<file path="config.mk">
export PLATFORM = sky130hd
export DESIGN_NAME = melody_sequencer
export DESIGN_NICKNAME = d
export VERILOG_FILES = /design/src/rtl/melody_sequencer.sv
export SDC_FILE = /design/constraint.sdc
export NUM_CORES = 1
export LEC_CHECK = 0
export BUFFER_PORTS_ARGS = -buffer_cell sky130_fd_sc_hd__buf_4
export CORE_MARGIN = 3
export CORE_UTILIZATION = 57
export CTS_BUF_LIST = sky130_fd_sc_hd__clkbuf_2 sky130_fd_sc_hd__clkbuf_4 sky130_fd_sc_hd__clkbuf_8
export DETAILED_ROUTE_END_ITERATION = 8
export GPL_ROUTABILITY_DRIVEN = 0
export PLACE_DENSITY = 0.83
export SYNTH_ARGS = -nofsm -noshare
export SYNTH_HDL_FRONTEND = slang
export SYNTH_SLANG_ARGS = --single-unit
</file>
<file path="constraint.sdc">
create_clock -name clk -period 2.2 [get_ports clk]
set_clock_uncertainty 0.2 [all_clocks]
set_input_delay 0.22 -clock clk [delete_from_list [all_inputs] [get_ports clk]]
set_output_delay 0.22 -clock clk [all_outputs]
set_load 0.005 [all_outputs]
</file>
<file path="src/rtl/melody_sequencer.sv">
// melody_sequencer: walks an 8-entry song ROM and drives the buzzer stage.
// Optional tempo scaling input is enabled by defining MELODY_SEQ_TEMPO_EN.
module melody_sequencer #(
    parameter int unsigned BEAT_CYCLES = 25_000_000,
    parameter int unsigned GAP_CYCLES  = 1_000_000,
    parameter int unsigned SONG_LEN    = 8
) (
    input  logic       clk,
    input  logic       rst,
    input  logic       start_i,
    input  logic       stop_i,
    input  logic       loop_i,
`ifdef MELODY_SEQ_TEMPO_EN
    input  logic [1:0] tempo_i,
`endif
    output logic [3:0] note_o,
    output logic       play_tone_o,
    output logic [2:0] step_o,
    output logic       busy_o,
    output logic       done_o
);

    typedef enum logic [2:0] {
        S_IDLE,
        S_LOAD,
        S_PLAY,
        S_GAP,
        S_DONE
    } state_t;

    localparam logic [2:0]  LAST_STEP = 3'(SONG_LEN - 1);
    localparam logic [31:0] BEAT_LEN  = 32'(BEAT_CYCLES);
    localparam logic [31:0] GAP_LEN   = 32'(GAP_CYCLES);

    state_t      state;
    logic [2:0]  step;
    logic [31:0] cnt;
    logic [31:0] play_end;
    logic [31:0] gap_end;

    logic [6:0]  entry;
    logic [3:0]  entry_note;
    logic [2:0]  entry_beats;
    logic [31:0] beat_len;
    logic [31:0] note_len;

    // Song ROM: {note[3:0], beats[2:0]}
    function automatic logic [6:0] song_rom(input logic [2:0] idx);
        case (idx)
            3'd0:    song_rom = {4'd1, 3'd1};
            3'd1:    song_rom = {4'd2, 3'd1};
            3'd2:    song_rom = {4'd3, 3'd1};
            3'd3:    song_rom = {4'd0, 3'd1};
            3'd4:    song_rom = {4'd5, 3'd1};
            3'd5:    song_rom = {4'd6, 3'd1};
            3'd6:    song_rom = {4'd7, 3'd1};
            default: song_rom = {4'd8, 3'd2};
        endcase
    endfunction

    // Length of the entry at the current step, in clock cycles
    always_comb begin
        entry       = song_rom(step);
        entry_note  = entry[6:3];
        entry_beats = entry[2:0];
`ifdef MELODY_SEQ_TEMPO_EN
        beat_len    = BEAT_LEN << tempo_i;
`else
        beat_len    = BEAT_LEN;
`endif
        note_len    = 32'(entry_beats) * beat_len;
    end

    assign step_o = step;
    assign busy_o = (state != S_IDLE);

    // Sequencer FSM with registered note/tone/done outputs
    always_ff @(posedge clk) begin
        if (rst) begin
            state       <= S_IDLE;
            step        <= 3'd0;
            cnt         <= 32'd0;
            play_end    <= 32'd0;
            gap_end     <= 32'd0;
            note_o      <= 4'd0;
            play_tone_o <= 1'b0;
            done_o      <= 1'b0;
        end else if (stop_i && state != S_IDLE) begin
            state       <= S_IDLE;
            step        <= 3'd0;
            cnt         <= 32'd0;
            note_o      <= 4'd0;
            play_tone_o <= 1'b0;
            done_o      <= 1'b0;
        end else begin
            done_o <= 1'b0;
            unique case (state)
                S_IDLE: begin
                    note_o      <= 4'd0;
                    play_tone_o <= 1'b0;
                    if (start_i && !stop_i) begin
                        state <= S_LOAD;
                        step  <= 3'd0;
                    end
                end
                S_LOAD: begin
                    cnt      <= 32'd0;
                    play_end <= note_len - GAP_LEN - 32'd1;
                    gap_end  <= note_len - 32'd1;
                    if (entry_beats == 3'd0) begin
                        state       <= S_DONE;
                        play_tone_o <= 1'b0;
                        done_o      <= 1'b1;
                    end else begin
                        state       <= S_PLAY;
                        note_o      <= entry_note;
                        play_tone_o <= (entry_note != 4'd0);
                    end
                end
                S_PLAY: begin
                    cnt <= cnt + 32'd1;
                    if (cnt == play_end) begin
                        state       <= S_GAP;
                        play_tone_o <= 1'b0;
                    end
                end
                S_GAP: begin
                    cnt <= cnt + 32'd1;
                    if (cnt == gap_end) begin
                        if (step < LAST_STEP) begin
                            step  <= step + 3'd1;
                            state <= S_LOAD;
                        end else if (loop_i) begin
                            step  <= 3'd0;
                            state <= S_LOAD;
                        end else begin
                            state  <= S_DONE;
                            done_o <= 1'b1;
                        end
                    end
                end
                S_DONE: begin
                    state       <= S_IDLE;
                    step        <= 3'd0;
                    note_o      <= 4'd0;
                    play_tone_o <= 1'b0;
                end
                default: begin
                    state <= S_IDLE;
                end
            endcase
        end
    end

endmodule

</file>
==> impl_results.md <==
- Outcome: completed
- Pin count of the biggest net entering global routing: 23
- CTS H-Tree Depth: 2
- Number of global-route vias before repair: 2905
- FFs w/ async S/R, synth: 0
- DR WL/cell: approximately 17 um
- # setup viols final: 0
- Fin. Hold Viols: 0
- Yosys cell types: 56
- Max VDD drop: 0.566 mV
- Die Y: around 77 um
- Cell Rows: 25
- Global Route Usage Sum: 0.281
- Initial Util: 0.598
- Synth warn: 0
- Clock Root Buffer: clkbuf_8
- Worst path max stage delay: 480 ps
- Slew @ Worst Pin: 365 ps
- Largest fanout on the critical path: 8
- Mapped Cells: 385
- Grt total ovfl: 0
- Area grow syn2layout: 17.7%
- Tcrit/Tclk final: 0.969
- Max Clk Rate: 0.469 GHz
- Crit Path Class: reg2reg
- WP data arrival: 2180 ps
- Cell family with the largest share of critical-path delay: simple AND/OR/NAND/NOR gates
- Clk Latency, worst-skew pair: between 300 and 400 ps
- R2R depth: 5
- Post-Place Worst Slack: ~3.6 ps
- Synthesized Nets: 396
- Die Footprint: between 5000 and 6000 um^2
- Top FF cell, synth: dfxtp_1
- Worst-path clk slew: 90 ps
- Min cycle time layout: 2130 ps
- Core area: 4820 um^2
- Final WL: 8220 um
- Power Dens Cells: 564 nW/um^2
- Relative slew slack: 0.754
- Hold Path Stages: 3
- Fin. max-slew vios: 0
- Total CTS buffers: 5
- Port-buffer cells: 14
- Post-CTS setup buffer count: 0
- Register bit total from synthesis: 47
- Initial antenna violation count: 0
- CP cell instances: nand3_1 > nor4_4 > nand3_2 > or4_1 > a21oi_1
- WP buf/inv: 0
- Routed Antenna Nets: 0
- EDFF count, synth: 0
- Bufs on Longest Clock Path: 2
- Share of post-route cells with drive strength above 1: 0.190
- Detailed Route Iter0 Violations: 376
- Vias: 3222
- Inserted Diodes: 0
- Post-Route Setup TNS: 0 ps
- Worst setup EP type: flop
- Die Wd: 77.1 um
- Register area share after synthesis: 0.326
- Max Cap Violations: 0
- Levels on crit path: 5
- Io pins: 15
- Mean Syn Cell Area: about 7.5 um^2
- Final HPWL DP: 5820 um
- Worst min path class: in2reg
- Synth Cell Area: just under 3000 um^2
- Worst setup SP type: flop
- Slowest library cell on the worst path: dfxtp_1
- Final worst setup slack: 68.1 ps
- P_leak: between 0.001 and 0.0015 uW
- First-pass GRT wire length: 13800 um
- CTS tree: built
- Clk sinks: 47
- Drt first pass iters: 5
- Nets: 420
- CP Data Required Time: 2250 ps
- Hold WS: approximately 48 ps
- # DRC: 0
- Routed vias/inst: about 6.8
==> worst reg2reg max path, delay by kind of cell (launching register included) <==
kind / cells / cell delay (ps)
simple gates: 4 / 1260
compound gates: 1 / 140
flops: 1 / 480
==> per-layer routing <==
layer	up-vias	global-route usage	part of all wire
met5	-	0	0
met4	0	0.112	0.024
met3	26	0.0528	0.090
met2	185	0.453	0.46
met1	1503	0.371	0.42
li1	1508	-	-
==> flip-flops by register name, indices dropped and copies added, names as in the netlist <==
| signal | count |
|---|---|
| cnt | 32 |
| note_o | 4 |
| play_tone_o | 1 |
| step_o | 3 |
| done_o | 1 |
| state | 3 |
| play_end | 3 |
==> synth_stat cells, types with 2 or more instances <==
cell	n	area, um^2
inv_1	7	26.3
and3_2	2	15.0
clkbuf_1	27	101
nand4b_1	3	26.3
o311ai_0	3	26.3
a41oi_1	2	17.5
nand2_1	36	135
ha_1	6	75.1
a22oi_1	3	22.5
nor3_1	16	80.1
a21oi_1	32	160
and4_1	5	43.8
nor2_1	35	131
or4_1	6	45.0
mux2i_1	2	20.0
and3_1	13	81.3
nor4_1	11	68.8
a221o_1	2	20.0
or3_1	3	18.8
a31oi_1	11	68.8
o21a_1	2	15.0
dfxtp_1	47	941
nor4_2	2	25.0
o211a_1	2	20.0
a21o_1	2	15.0
a22o_1	2	17.5
nor2b_1	6	37.5
o21ai_0	26	130
buf_2	4	20.0
a31o_2	3	26.3
nand4_1	9	56.3
a311oi_1	8	70.1
a211oi_1	4	30.0
nand3_1	19	95.1
and2_1	3	18.8
==> placed cells by master, fill, tap and decap left out, types with 2 or more instances in the layout <==
master | netlist | final
a22oi_1 | 3 | 3
a221o_1 | 2 | 2
or4_1 | 6 | 6
and3_2 | 2 | 2
o21a_1 | 2 | 2
nor4_1 | 11 | 10
a311oi_1 | 8 | 8
a21o_1 | 2 | 2
a31o_2 | 3 | 3
buf_4 | 1 | 48
a22o_1 | 2 | 2
mux2i_1 | 2 | 2
dfxtp_2 | 0 | 4
a31oi_1 | 11 | 11
a41oi_1 | 2 | 2
or3_1 | 3 | 3
and2_1 | 3 | 3
nand4b_1 | 3 | 3
nand3_1 | 19 | 18
nand2_1 | 36 | 36
inv_1 | 7 | 7
ha_1 | 6 | 6
o211a_1 | 2 | 2
bufinv_16 | 0 | 2
and4_1 | 5 | 4
nor2_1 | 35 | 34
nor3_1 | 16 | 15
nand4_1 | 9 | 9
o311ai_0 | 3 | 3
nor4_2 | 2 | 2
clkbuf_8 | 0 | 5
a211oi_1 | 4 | 4
o21ai_0 | 26 | 26
and3_1 | 13 | 13
nor2b_1 | 6 | 6
dfxtp_1 | 47 | 43
a21oi_1 | 32 | 32
==> final timing paths <==
kind / start / slack, ps / endpoint
min: loop_i / 50 / state[2]$_SDFFE_PP0P_
min reg2reg: note_o[2]$_SDFFE_PP0P_ / 260 / note_o[2]$_SDFFE_PP0P_
max: cnt[7]$_SDFFE_PP0P_ / 70 / cnt[28]$_SDFFE_PP0P_
max reg2reg: cnt[7]$_SDFFE_PP0P_ / 70 / cnt[28]$_SDFFE_PP0P_
==> power by group <==
part	switching [uW]	internal, uW
registers	19.3	861
logic	162	102
clock network	302	467
total	483	1430
==> stage by stage <==
| stage | instances | util | total power (uW) | area, um^2 |
|---|---|---|---|---|
| floorplan | 385 | - | 1050 | 2880 |
| global placement | 468 | 0.664 | 1140 | 3200 |
| detailed placement | 468 | 0.664 | 1150 | 3200 |
| CTS | 477 | 0.695 | 1900 | 3350 |
| global route | 477 | 0.704 | 1980 | 3390 |
| finish | 477 | 0.704 | 1910 | 3390 |
==> cell type report <==
type	count	area (um^2)
Inverter	7	26.3
Multi-Input combinational cell	299	1830
Sequential cell	47	946
Tap cell	67	83.8
Clock inverter	2	60.1
Timing Repair Buffer	49	370
Fill cell	395	1430
Clock buffer	6	76.3
==> repair_timing <==
item | 4_1_cts | 5_1_grt
endpoints found under the setup margin | 2 | 10
pin swaps | 0 | 2
gates resized for setup | 1 | 11
hold buffers | 1 | 0
endpoints found under the hold margin | 3 | 0
==> kinds of logic after synthesis <==
kind of cell    Yosys count  synth area share
xor+xnor                  1           0.00304
mux                       2           0.00694
fa+ha+maj                 6            0.0260
buf+inv                  39            0.0538
compound gates          116             0.266
flops                    47             0.326
simple gates            174             0.318
Power figures use the tool's default switching activity.
